--- src/rtl/fifo_status_monitor.sv ---
// Purpose : tracks occupancy of five FIFOs (MF, VC0, VC1, D0, D1) and reports empty/almost/error flags.
// Latency : flags are decodes of registered counts, so they show a push/pop the cycle after its sampling edge.
// Backpress: none issued; an overflowing push is dropped and an underflowing pop is flagged, both sticky, then HALT.
//
// Ports:
//   clk, reset                  clock, asynchronous active-low reset
//   umbrales_I[13:0]            thresholds {MF[1:0], VC0[3:0], VC1[3:0], D0[1:0], D1[1:0]}
//   active, idle, error         control-FSM state indications
//   push[4:0], pop[4:0]         per-FIFO strobes, bit order [0]=MF [1]=VC0 [2]=VC1 [3]=D0 [4]=D1
//   FIFO_empty, FIFO_error      to the FSM (error bits are sticky until reset)
//   almost_full, almost_empty   to the datapath
//   cfg_valid                   thresholds latched and frozen (RUN)
module fifo_status_monitor #(
    parameter int MF_DEPTH = 4,
    parameter int VC_DEPTH = 16,
    parameter int D_DEPTH  = 4
) (
    input  logic        clk,
    input  logic        reset,
    input  logic [13:0] umbrales_I,
    input  logic        active,
    input  logic        idle,
    input  logic        error,
    input  logic [4:0]  push,
    input  logic [4:0]  pop,
    output logic [4:0]  FIFO_empty,
    output logic [4:0]  FIFO_error,
    output logic [4:0]  almost_full,
    output logic [4:0]  almost_empty,
    output logic        cfg_valid
);

    localparam logic [1:0] ST_CONFIG = 2'd0;
    localparam logic [1:0] ST_RUN    = 2'd1;
    localparam logic [1:0] ST_HALT   = 2'd2;

    localparam logic [2:0] MF_D = 3'(MF_DEPTH);
    localparam logic [4:0] VC_D = 5'(VC_DEPTH);
    localparam logic [2:0] D_D  = 3'(D_DEPTH);

    // Returns {error_event, next_count}. A push together with a pop on an
    // empty FIFO counts as an underflow but the pushed word still lands.
    function automatic logic [3:0] upd3(input logic [2:0] c, input logic [2:0] d,
                                        input logic ps, input logic pp);
        logic [2:0] n;
        logic       e;
        n = c;
        e = 1'b0;
        case ({ps, pp})
            2'b10: if (c == d) e = 1'b1; else n = c + 3'd1;
            2'b01: if (c == 3'd0) e = 1'b1; else n = c - 3'd1;
            2'b11: if (c == 3'd0) begin e = 1'b1; n = 3'd1; end
            default: ;
        endcase
        return {e, n};
    endfunction

    function automatic logic [5:0] upd5(input logic [4:0] c, input logic [4:0] d,
                                        input logic ps, input logic pp);
        logic [4:0] n;
        logic       e;
        n = c;
        e = 1'b0;
        case ({ps, pp})
            2'b10: if (c == d) e = 1'b1; else n = c + 5'd1;
            2'b01: if (c == 5'd0) e = 1'b1; else n = c - 5'd1;
            2'b11: if (c == 5'd0) begin e = 1'b1; n = 5'd1; end
            default: ;
        endcase
        return {e, n};
    endfunction

    // All operands zero-extended to 5 bits; the limit saturates at 0 so a
    // threshold at or above the depth makes almost_full permanently true.
    function automatic logic af_dec(input logic [4:0] c, input logic [4:0] d, input logic [4:0] t);
        return c >= ((t >= d) ? 5'd0 : (d - t));
    endfunction

    logic [1:0] state_q, state_d;
    logic [2:0] mf_cnt_q, mf_cnt_d, d0_cnt_q, d0_cnt_d, d1_cnt_q, d1_cnt_d;
    logic [4:0] vc0_cnt_q, vc0_cnt_d, vc1_cnt_q, vc1_cnt_d;
    logic [1:0] mf_thr_q, d0_thr_q, d1_thr_q;
    logic [3:0] vc0_thr_q, vc1_thr_q;
    logic [4:0] err_q, err_d, evt;
    logic [4:0] push_g, pop_g;
    logic       thr_load;

    // Gating the strobes in HALT both freezes the counts and suppresses new errors.
    assign push_g   = (state_q != ST_HALT) ? push : 5'd0;
    assign pop_g    = (state_q != ST_HALT) ? pop  : 5'd0;
    // The edge that sees active=1 leaves CONFIG without loading.
    assign thr_load = (state_q == ST_CONFIG) && idle && !active;

    always_comb begin
        {evt[0], mf_cnt_d}  = upd3(mf_cnt_q,  MF_D, push_g[0], pop_g[0]);
        {evt[1], vc0_cnt_d} = upd5(vc0_cnt_q, VC_D, push_g[1], pop_g[1]);
        {evt[2], vc1_cnt_d} = upd5(vc1_cnt_q, VC_D, push_g[2], pop_g[2]);
        {evt[3], d0_cnt_d}  = upd3(d0_cnt_q,  D_D,  push_g[3], pop_g[3]);
        {evt[4], d1_cnt_d}  = upd3(d1_cnt_q,  D_D,  push_g[4], pop_g[4]);
        err_d = err_q | evt;
    end

    always_ff @(posedge clk or negedge reset) begin
        if (!reset) begin
            mf_cnt_q  <= '0;
            vc0_cnt_q <= '0;
            vc1_cnt_q <= '0;
            d0_cnt_q  <= '0;
            d1_cnt_q  <= '0;
            mf_thr_q  <= '0;
            vc0_thr_q <= '0;
            vc1_thr_q <= '0;
            d0_thr_q  <= '0;
            d1_thr_q  <= '0;
            err_q     <= '0;
        end else begin
            mf_cnt_q  <= mf_cnt_d;
            vc0_cnt_q <= vc0_cnt_d;
            vc1_cnt_q <= vc1_cnt_d;
            d0_cnt_q  <= d0_cnt_d;
            d1_cnt_q  <= d1_cnt_d;
            err_q     <= err_d;
            if (thr_load) begin
                mf_thr_q  <= umbrales_I[13:12];
                vc0_thr_q <= umbrales_I[11:8];
                vc1_thr_q <= umbrales_I[7:4];
                d0_thr_q  <= umbrales_I[3:2];
                d1_thr_q  <= umbrales_I[1:0];
            end
        end
    end

    // State register
    always_ff @(posedge clk or negedge reset) begin
        if (!reset) state_q <= ST_CONFIG;
        else        state_q <= state_d;
    end

    // Next state: a FIFO error raised on this very edge already forces HALT.
    always_comb begin
        state_d = state_q;
        case (state_q)
            ST_CONFIG: begin
                if (error || (|err_d)) state_d = ST_HALT;
                else if (active)       state_d = ST_RUN;
            end
            ST_RUN: begin
                if (error || (|err_d))  state_d = ST_HALT;
                else if (!active && idle) state_d = ST_CONFIG;
            end
            ST_HALT: state_d = ST_HALT;
            default: state_d = ST_CONFIG;
        endcase
    end

    // Outputs
    always_comb begin
        cfg_valid     = (state_q == ST_RUN);
        FIFO_error    = err_q;
        FIFO_empty[0] = (mf_cnt_q  == 3'd0);
        FIFO_empty[1] = (vc0_cnt_q == 5'd0);
        FIFO_empty[2] = (vc1_cnt_q == 5'd0);
        FIFO_empty[3] = (d0_cnt_q  == 3'd0);
        FIFO_empty[4] = (d1_cnt_q  == 3'd0);
        almost_full[0] = af_dec({2'b0, mf_cnt_q},  {2'b0, MF_D}, {3'b0, mf_thr_q});
        almost_full[1] = af_dec(vc0_cnt_q,         VC_D,         {1'b0, vc0_thr_q});
        almost_full[2] = af_dec(vc1_cnt_q,         VC_D,         {1'b0, vc1_thr_q});
        almost_full[3] = af_dec({2'b0, d0_cnt_q},  {2'b0, D_D},  {3'b0, d0_thr_q});
        almost_full[4] = af_dec({2'b0, d1_cnt_q},  {2'b0, D_D},  {3'b0, d1_thr_q});
        almost_empty[0] = ({2'b0, mf_cnt_q} <= {3'b0, mf_thr_q});
        almost_empty[1] = (vc0_cnt_q        <= {1'b0, vc0_thr_q});
        almost_empty[2] = (vc1_cnt_q        <= {1'b0, vc1_thr_q});
        almost_empty[3] = ({2'b0, d0_cnt_q} <= {3'b0, d0_thr_q});
        almost_empty[4] = ({2'b0, d1_cnt_q} <= {3'b0, d1_thr_q});
    end

endmodule
--- config.mk ---
export PLATFORM = sky130hd
export DESIGN_NAME = fifo_status_monitor
export DESIGN_NICKNAME = d
export VERILOG_FILES = /design/src/rtl/fifo_status_monitor.sv
export SDC_FILE = /design/constraint.sdc
export NUM_CORES = 1
export LEC_CHECK = 0
export ABC_AREA = 1
export CORE_MARGIN = 3
export CORE_UTILIZATION = 54
export CTS_CLUSTER_DIAMETER = 30
export DETAILED_ROUTE_END_ITERATION = 8
export HOLD_SLACK_MARGIN = 0.05
export PLACE_DENSITY = 0.86
export SLEW_MARGIN = 0
export SYNTH_ARGS = -nofsm -noshare
export SYNTH_HDL_FRONTEND = slang
export SYNTH_SLANG_ARGS = --single-unit
--- constraint.sdc ---
create_clock -name clk -period 6.2 [get_ports clk]
set_input_delay 0.93 -clock clk [delete_from_list [all_inputs] [get_ports clk]]
set_output_delay 0.93 -clock clk [all_outputs]
set_load 0.01 [all_outputs]
# After elaboration in Yosys (flattened, before gate mapping)
# Index checks and enable logic that the tools add are counted.
# totals
reg_bits	40
inputBits	29
output_inout_bits	21
word_cells	148
# op_classes
add_sub_neg	15
order_cmp	10
eq_ne	40
n_mux	42
bitwise	1
n_reduce_logical	28
# op_table
op	count
$mux 5	8
$ne 2x2->1 const B	16
$pmux 5 s3	2
$mux 3	9
$pmux 3 s3	3
$eq 2x2->1 const B	11
$reduce_and 4->1	5
$ge 3x5->1	3
$reduce_bool 3->1	5
$eq 2x1->1 const B	6
$sub 3x2->4 const A	3
$add 5x1->5 const B	2
$eq 5x5->1 const B	2
$ge 5x5->1	2
$le 5x4->1	2
$logic_not 5->1	2
$mux 1	10
$pmux 1 s2	5
$reduce_or 2->1	5
$sub 5x1->5 const B	2
$sub 5x4->5 const A	2
$add 3x1->3 const B	3
$eq 3x3->1 const B	3
$le 3x2->1	3
other kinds (13)	22

# Logic depth before layout (Yosys ltp)
# logic_depth
word_depth	10
mapped_depth	15
depth_no_buf	15

# Worst setup path before layout
# OpenSTA, ideal clock, no wires.
# synth_path
path_type	input-to-reg
start	input pop[1]
end	register vc0_cnt_q[4]
setup_ns	0.127
arrival_ns	2.384
t_required_ns	6.073
setup_slack_ns	3.689
cell_stages	13
n_path_buf	0
cell_sequence	inv_1 nor2_1 inv_1 nor2_1 inv_1 fa_1 inv_1 nand3_1 nand2_1 xor2_1 o21ai_0 nand2_1 o21ai_0
# synth_between
elab_chain_len	4
word_cells_on_any_way	10
cone_classes	eq/ne: 6; mux: 2; reduce/logical: 2
# synth_rtl
item	line	source
start, declared	25	input logic [4:0] pop,
$mux 5 *	90	assign pop_g = (state_q != ST_HALT) ? pop : 5'd0;
$eq 2x2->1 or $eq 2x1->1 (tied branches)	64	case ({ps, pp})
$ne 2x2->1 (no line) or $reduce_bool 3->1 (tied branches)	n/a	
$reduce_and 4->1 (no line)	n/a	
end signal, assigned	118	vc0_cnt_q <= vc0_cnt_d;
end, declared	81	logic [4:0] vc0_cnt_q, vc0_cnt_d, vc1_cnt_q, vc1_cnt_d;
# Every way passes the cells marked *; elsewhere a longest branch is shown, timed or not.
# A chain may end at the register's enable or synchronous reset.

# Worst setup path after layout
# layout_path
start	register vc0_thr_q[1]
end	output almost_full[1]
# layout_between
elab_chain_len	2
# layout_rtl
item	line	source
start, declared	83	logic [3:0] vc0_thr_q, vc1_thr_q;
start signal, assigned	125	vc0_thr_q <= umbrales_I[11:8];
$sub 5x4->5	76	return c >= ((t >= d) ? 5'd0 : (d - t));
$ge 5x5->1	76	
end, declared	28	output logic [4:0] almost_full,
# Every way passes these cells.

==> summary.txt <==
Route
  • DR iter-0 viols: 101
  • Routed wire per std cell: 12.9 um
  • Pre-antenna DRT Iters: 4
  • Via count: 2,892
  • Final ANT Viol Nets: 0
  • Routed Wire Length: 7050 um
  • Drt drc: 0
  • Via density: 5.31

Status
  • Outcome: complete, no violations

Worst setup path
  • CP arrival: 2.32 ns
  • Crit path kind: reg -> out
  • Crit. End Element: output port
  • CP Launch Type: register
  • Worst path required time: 5.27 ns
  • Worst-path maximum fanout: 4
  • Worst R2R Path Depth: 15

Synth
  • Synth warn: 0
  • Ys async rst share: 100%
  • Post-synthesis sequential area ratio: 31.5%
  • Post-synthesis cell area: 3170 sq um
  • Mapped Cells: 418
  • EDFF count, synth: 0
  • Yosys cell types: 30
  • Post-Syn Nets: 491
  • FF+latch count, synth: 40
  • Syn_area_per_cell: 7.59 sq um
  • Top_reg_cell synth: dfrtp_1

Pwr
  • Max VDD drop: 106 uV
  • PwrDens: 146 nW/um^2
  • Leak: 1.95 nW
  • Cell Int Power: 439 uW
  • Net Switching: 126 uW
  • Combinational fraction of design power: 10.8%
  • Reg power frac: 47.6%
  • Sw frac: 22.4%
  • Clock power share: 41.6%

Clock tree
  • Skew-Pair Late Insertion Delay: 0.29 ns
  • Setup bufs post-CTS: 0
  • Post-cts resize count: 0
  • Clock Path Buffers: 2
  • CTS Buf Count: 5
  • Num Clock Sinks: 40
  • Worst-path clk slew: 0.08 ns
  • Root Driver: clkbuf_8
  • Clock H-tree levels: 2
  • CTS Hold Bufs: 0
  • CTS tree: built

Layout
  • Fin nets: 545
  • # diodes: 0
  • Post-route cell area: 3870 sq um
  • Share of layout cells above drive strength 1: 6.13%
  • Area grow syn2layout: 21.8%
  • Final Core Density: 68.9%
  • Finished Layout Cells: 545

Global routing
  • First-pass GRT wire length: 12,200 um
  • GRT Total Usage: 22.9%
  • Largest net degree at the start of global routing: 41
  • Initial antenna violation count: 0
  • Total grt overflow: 0
  • Vias in the first global route: 2,902

Placed design
  • DP Area: 3740 sq um
  • Placed Cells: 537
  • I/O Buffers: 49
  • GPL Wtd Cong: 0.895
  • Dpl hpwl: 5540 um

Floorplanning
  • Die area: 6830 sq um
  • Initial Util: 56.6%
  • Die Y: 82.7 um
  • Chip width: 82.7 um
  • Row cnt: 27
  • Top Ports: 50
  • Core area: 5610 sq um

Timing
  • Hold Vio Cnt, Final: 0
  • Fin. max-slew vios: 0
  • Min Tclk post-route: 3.25 ns
  • F_max: 308 MHz
  • Worst-margin pin slew: 1.01 ns
  • Relative slew slack: 32.5%
  • WHS: 0.503 ns
  • Final Skew: 0.0100 ns
  • Setup violators final: 0
  • Final Cycle Share: 52.4%
  • Fin Setup TNS: 0 ns
  • RSZ-0062 raised after global routing: false

Hold path
  • HP Class: reg -> reg
  • Worst Hold Path Cells: 2

Run
  • Max-cap violations: 0
cell usage after synthesis (2+ instances only):
library cell	n	area, sq um
nand3_2	2	20.0
nand2_1	60	225
nor3_1	5	25.0
ha_1	39	488
nor2_1	52	195
nor2_2	4	25.0
or2_2	2	12.5
xnor2_1	3	26.3
fa_1	5	100
xor2_1	8	70.1
a21oi_1	40	200
nand2_2	3	18.8
nand4_1	4	25.0
o21ai_1	2	10.0
nand3_1	23	115
nand2_4	2	22.5
o211ai_1	4	30.0
dfrtp_1	40	1000
o221ai_2	2	30.0
o21ai_0	22	110
inv_1	79	297
o22ai_1	3	18.8
o21a_1	2	15.0
o21bai_1	5	37.5
inv_2	2	7.51
power groups by stage:
stage	Sequential, mW	Combinational, mW	Clock (mW)
final	0.269	0.0610	0.235
after global routing	0.269	0.0692	0.249
after CTS	0.269	0.0619	0.238
after detailed placement	0.274	0.0615	0
after global placement	0.274	0.0591	0
after floorplan	0.272	0.0250	0
layout make-up:
class | count | area [sq um]
Clock buffer | 7 | 96.3
Clock inverter | 1 | 30.0
Fill cell | 483 | 1740
Inverter | 81 | 304
Multi-Input combinational cell | 295 | 1860
Sequential cell | 40 | 1000
Tap cell | 72 | 90.1
Timing Repair Buffer | 49 | 485
state kept, by name (all words and copies together), names as in the netlist:
register	flops
FIFO_error	5
mf_thr_q	2
d0_thr_q	2
vc1_thr_q	4
d1_cnt_q	3
vc0_thr_q	4
vc1_cnt_q	5
d0_cnt_q	3
state_q	2
vc0_cnt_q	5
d1_thr_q	2
mf_cnt_q	3
metrics by stage:
stage | worst slack [ns] | total power [mW]
after floorplan | 3.69 | 0.297
after detailed placement | 2.91 | 0.335
after global placement | 3.10 | 0.333
final | 2.95 | 0.565
after global routing | 2.79 | 0.588
after CTS | 2.93 | 0.569
path summary, 6_finish.rpt:
| path | end | start | slack [ns] |
|---|---|---|---|
| worst max-delay path | almost_full[1] | vc0_thr_q[1]$_DFFE_PN0P_ | 2.95 |
| min in group asynchronous | vc0_thr_q[1]$_DFFE_PN0P_ | reset | 0.76 |
| worst max register to register | vc0_cnt_q[4]$_DFFE_PN0P_ | state_q[1]$_DFFE_PN0P_ | 3.81 |
| worst min-delay path | FIFO_error[0]$_DFF_PN0_ | FIFO_error[0]$_DFF_PN0_ | 0.50 |
| worst min register to register | FIFO_error[0]$_DFF_PN0_ | FIFO_error[0]$_DFF_PN0_ | 0.50 |
| max in group asynchronous | mf_thr_q[0]$_DFFE_PN0P_ | reset | 4.87 |
layout by cell type, fill, tap and decap left out, drive strengths merged, types with 4 or more instances in the layout:
cell            n
a21oi          40
clkbuf          7
clkdlybuf4s50  48
dfrtp          40
fa              5
ha             39
inv            81
nand2          65
nand3          25
nand4           4
nor2           57
nor3            6
o211ai          4
o21ai          24
o21bai          5
xor2            8
layer usage:
layer  GRT usage, %  wire length, um  vias to the layer above
met2           41.8             3510                       79
met5              0                0                        -
met4           6.05               70                        0
li1               -                -                     1464
met1           27.4             3100                     1339
met3           4.12              364                       10
critical path: stages, from the launching register on:
cell             delay [ns]
dfrtp_1                0.37
inv_1                  0.12
ha_1                   0.25
inv_1                  0.06
ha_1                   0.21
o21a_1                 0.10
o21ai_0                0.16
nand2_1                0.07
a21oi_1                0.12
o21bai_1               0.07
clkdlybuf4s50_1        0.48
logic make-up (layout without fill, tap and decap cells):
kind of cell,after synthesis,count (layout),synth area share [%]
AND/OR/NAND/NOR,159,159,22.4
buffers and inverters,83,138,9.86
AO/OA/AOI/OAI,80,80,14.2
adder cells (fa/ha/maj),44,44,18.5
flip-flops,40,40,31.5
XOR/XNOR,11,11,3.04
multiplexers,1,1,0.355
Power figures use the tool's default switching activity.
==> RTL change, RTL diff (same flow settings) <==
Set the parameter `VC_DEPTH` to 12 (it was 16).
--- a/src/rtl/fifo_status_monitor.sv
+++ b/src/rtl/fifo_status_monitor.sv
@@ -14,3 +14,3 @@
     parameter int MF_DEPTH = 4,
-    parameter int VC_DEPTH = 16,
+    parameter int VC_DEPTH = 12,
     parameter int D_DEPTH  = 4
Check against the original RTL: not equivalent (Yosys sat finds a counterexample within 4 cycles, from zero or initial values and one cycle with reset low).
==> RTL change against the original RTL <==
Power is 0.80% higher. Sequential power is 1% higher. Cell area is 0.29% higher. Via count is 3.4% higher. Setup slack worse by 0.30 ns. Synthesized area is 0.95% higher. Die area is 0.87% higher. Register-to-register slack better by 0.03 ns. Routed wire length is 4.8% higher. First-iteration DRC count is 24% higher. Sequential cell count stayed put. Core utilization is 0.20 points higher. Fmax is 8.3% lower. Critical endpoint unchanged.
==> RTL change: results (changes against the original RTL) <==
- Clk_skew: 0.00579 ns (-0.00423 ns)
- Post-synth top flop: dfrtp_1
- FF-to-FF setup slack: 3.84 ns (+0.03 ns)
- Synth area leaders: dfrtp_1, ha_1, nand2_1
- Status: completed
- Mux contribution to synthesized area: 0.352% (-0.0033 points)
- Data arrival, critical path: 2.62 ns (+0.30 ns)
- Final HPWL from detailed placement: 5750 um (+3.8%)
- Initial antenna violation count: 0 (unchanged)
- Synth Area in XOR/XNOR: 2.19% (-0.85 points)
- VDD IR max: 116 uV (+9.3%)
- Adder-cell share of the synthesized area: 19.1% (+0.61 points)
- Syn_nets: 513 (+4.5%)
- Largest net degree at the start of global routing: 41 (unchanged)
- Worst path top cell family by delay: buffers and inverters
- Leak: 2.04 nW (+4.5%)
- Clock Latency Late Sink: 0.30 ns
- Nets: 567 (+4.0%)
- Compound-gate portion of the synthesized area: 13.8% (-0.49 points)
- Reg clk slew, reported paths: 0.08 ns (about the same)
- GRT Util Overall: 22.7% (-0.20 points)
- First-pass GRT wire length: 13000 um (+6.7%)
- # port buffers: 49 (unchanged)
- Max Root-Sink Buffers: 2 (unchanged)
- Place WS: 3.00 ns (+0.0891 ns)
- Initial DRC Count: 125 (+24%)
- Resized cells post-CTS: 0 (unchanged)
- Hold Crit Class: flop to flop
- Slowest CP cell: clkdlybuf4s50_1
- Drt pass-1 iters: 4 (unchanged)
- Final antenna-violating net count: 0 (unchanged)
- Largest fanout on the critical path: 4 (unchanged)
- Max incr delay on CP: 0.57 ns (+0.09 ns)
- Number of CTS-inserted buffers: 5 (unchanged)
- Asr flop ratio synth: 100% (unchanged)
- Post-synth cell types: 31 (+3.3%)
- Htree depth: 2 (unchanged)
- Synth warnings: 0 (unchanged)
- Sequential share of the synthesized area: 31.3% (-0.30 points)
- Routed Wire Length: 7390 um (+4.8%)
- Share of cells above drive strength 1: 3.65% (-2.5 points)
- Slew of the pin with the lowest slew margin: 0.977 ns (-0.0335 ns)
- Ant diodes: 0 (unchanged)
- Post-DP Area: 3770 um2 (+0.80%)
- Via count of the routed design: 2989 (+3.4%)
- Min Tclk post-route: 3.55 ns (+0.295 ns)
- Post-CTS repair timing setup buffer count: 0 (unchanged)
- Vias in the first global route: 3011 (+3.8%)
- Gp weighted congestion: 0.845 (-5.6%)
- Synth cell count leaders: nand2_1, inv_1, nor2_1
- Clock root cell: clkbuf_8
[RTL change: cell count changes after synthesis, sizes merged, moves of 3 or more]
| cell | before | now |
|---|---|---|
| nor3 | 6 | 3 |
| xor2 | 8 | 5 |
| o21bai | 5 | 8 |
| nor2 | 57 | 47 |
| nand2 | 65 | 87 |
| o21ai | 24 | 29 |
[RTL change: final timing paths]
check,to,start,cells past startpoint
setup / recovery,almost_full[1],vc0_thr_q[0]$_DFFE_PN0P_,15
setup reg to reg,vc0_cnt_q[4]$_DFFE_PN0P_,state_q[1]$_DFFE_PN0P_,16
hold / removal,vc0_cnt_q[0]$_DFFE_PN0P_,vc0_cnt_q[0]$_DFFE_PN0P_,1
hold reg to reg,vc0_cnt_q[0]$_DFFE_PN0P_,vc0_cnt_q[0]$_DFFE_PN0P_,1
min in group asynchronous,mf_cnt_q[0]$_DFFE_PN0P_,reset,1
max in group asynchronous,vc1_thr_q[1]$_DFFE_PN0P_,reset,1
[RTL change: routing by layer]
layer	global-route usage, %	wire length (um)	vias up
met5	0	0	-
met4	8.92	142	0
met3	4.56	419	12
met2	40.2	3680	79
met1	26.7	3140	1382
li1	-	-	1516
[RTL change: final cells by class]
class,instances,area (um2)
well taps,72,90.1
clock inverters,2,35.0
multi-input cells,313,1880
fillers,491,1730
inverters,83,312
repair buffers,49,485
clock buffers,6,72.6
flip-flops and latches,40,1000
[RTL change: cell families after synthesis]
kind of cell	after synthesis
multiplexers	1
AND/OR/NAND/NOR	175
XOR/XNOR	8
other	1
buffers and inverters	85
adder cells (fa/ha/maj)	46
AO/OA/AOI/OAI	82
flip-flops	40
[RTL change: report_power, final]
group / switching [mW] / internal, mW / leakage, nW
combinational: 0.0386 / 0.0413 / 1.55
clock: 0.0971 / 0.120 / 0.0552
sequential: 0.00764 / 0.265 / 0.432
[RTL change: stage by stage]
stage                     hold slack [ns]  std cells  utilization, %
after floorplan                     0.463        438               -
after global placement              0.478        557            67.2
after detailed placement            0.486        557            67.2
after CTS                           0.501        565            69.1
after global routing                0.517        565            69.1
final                               0.502        565            69.1
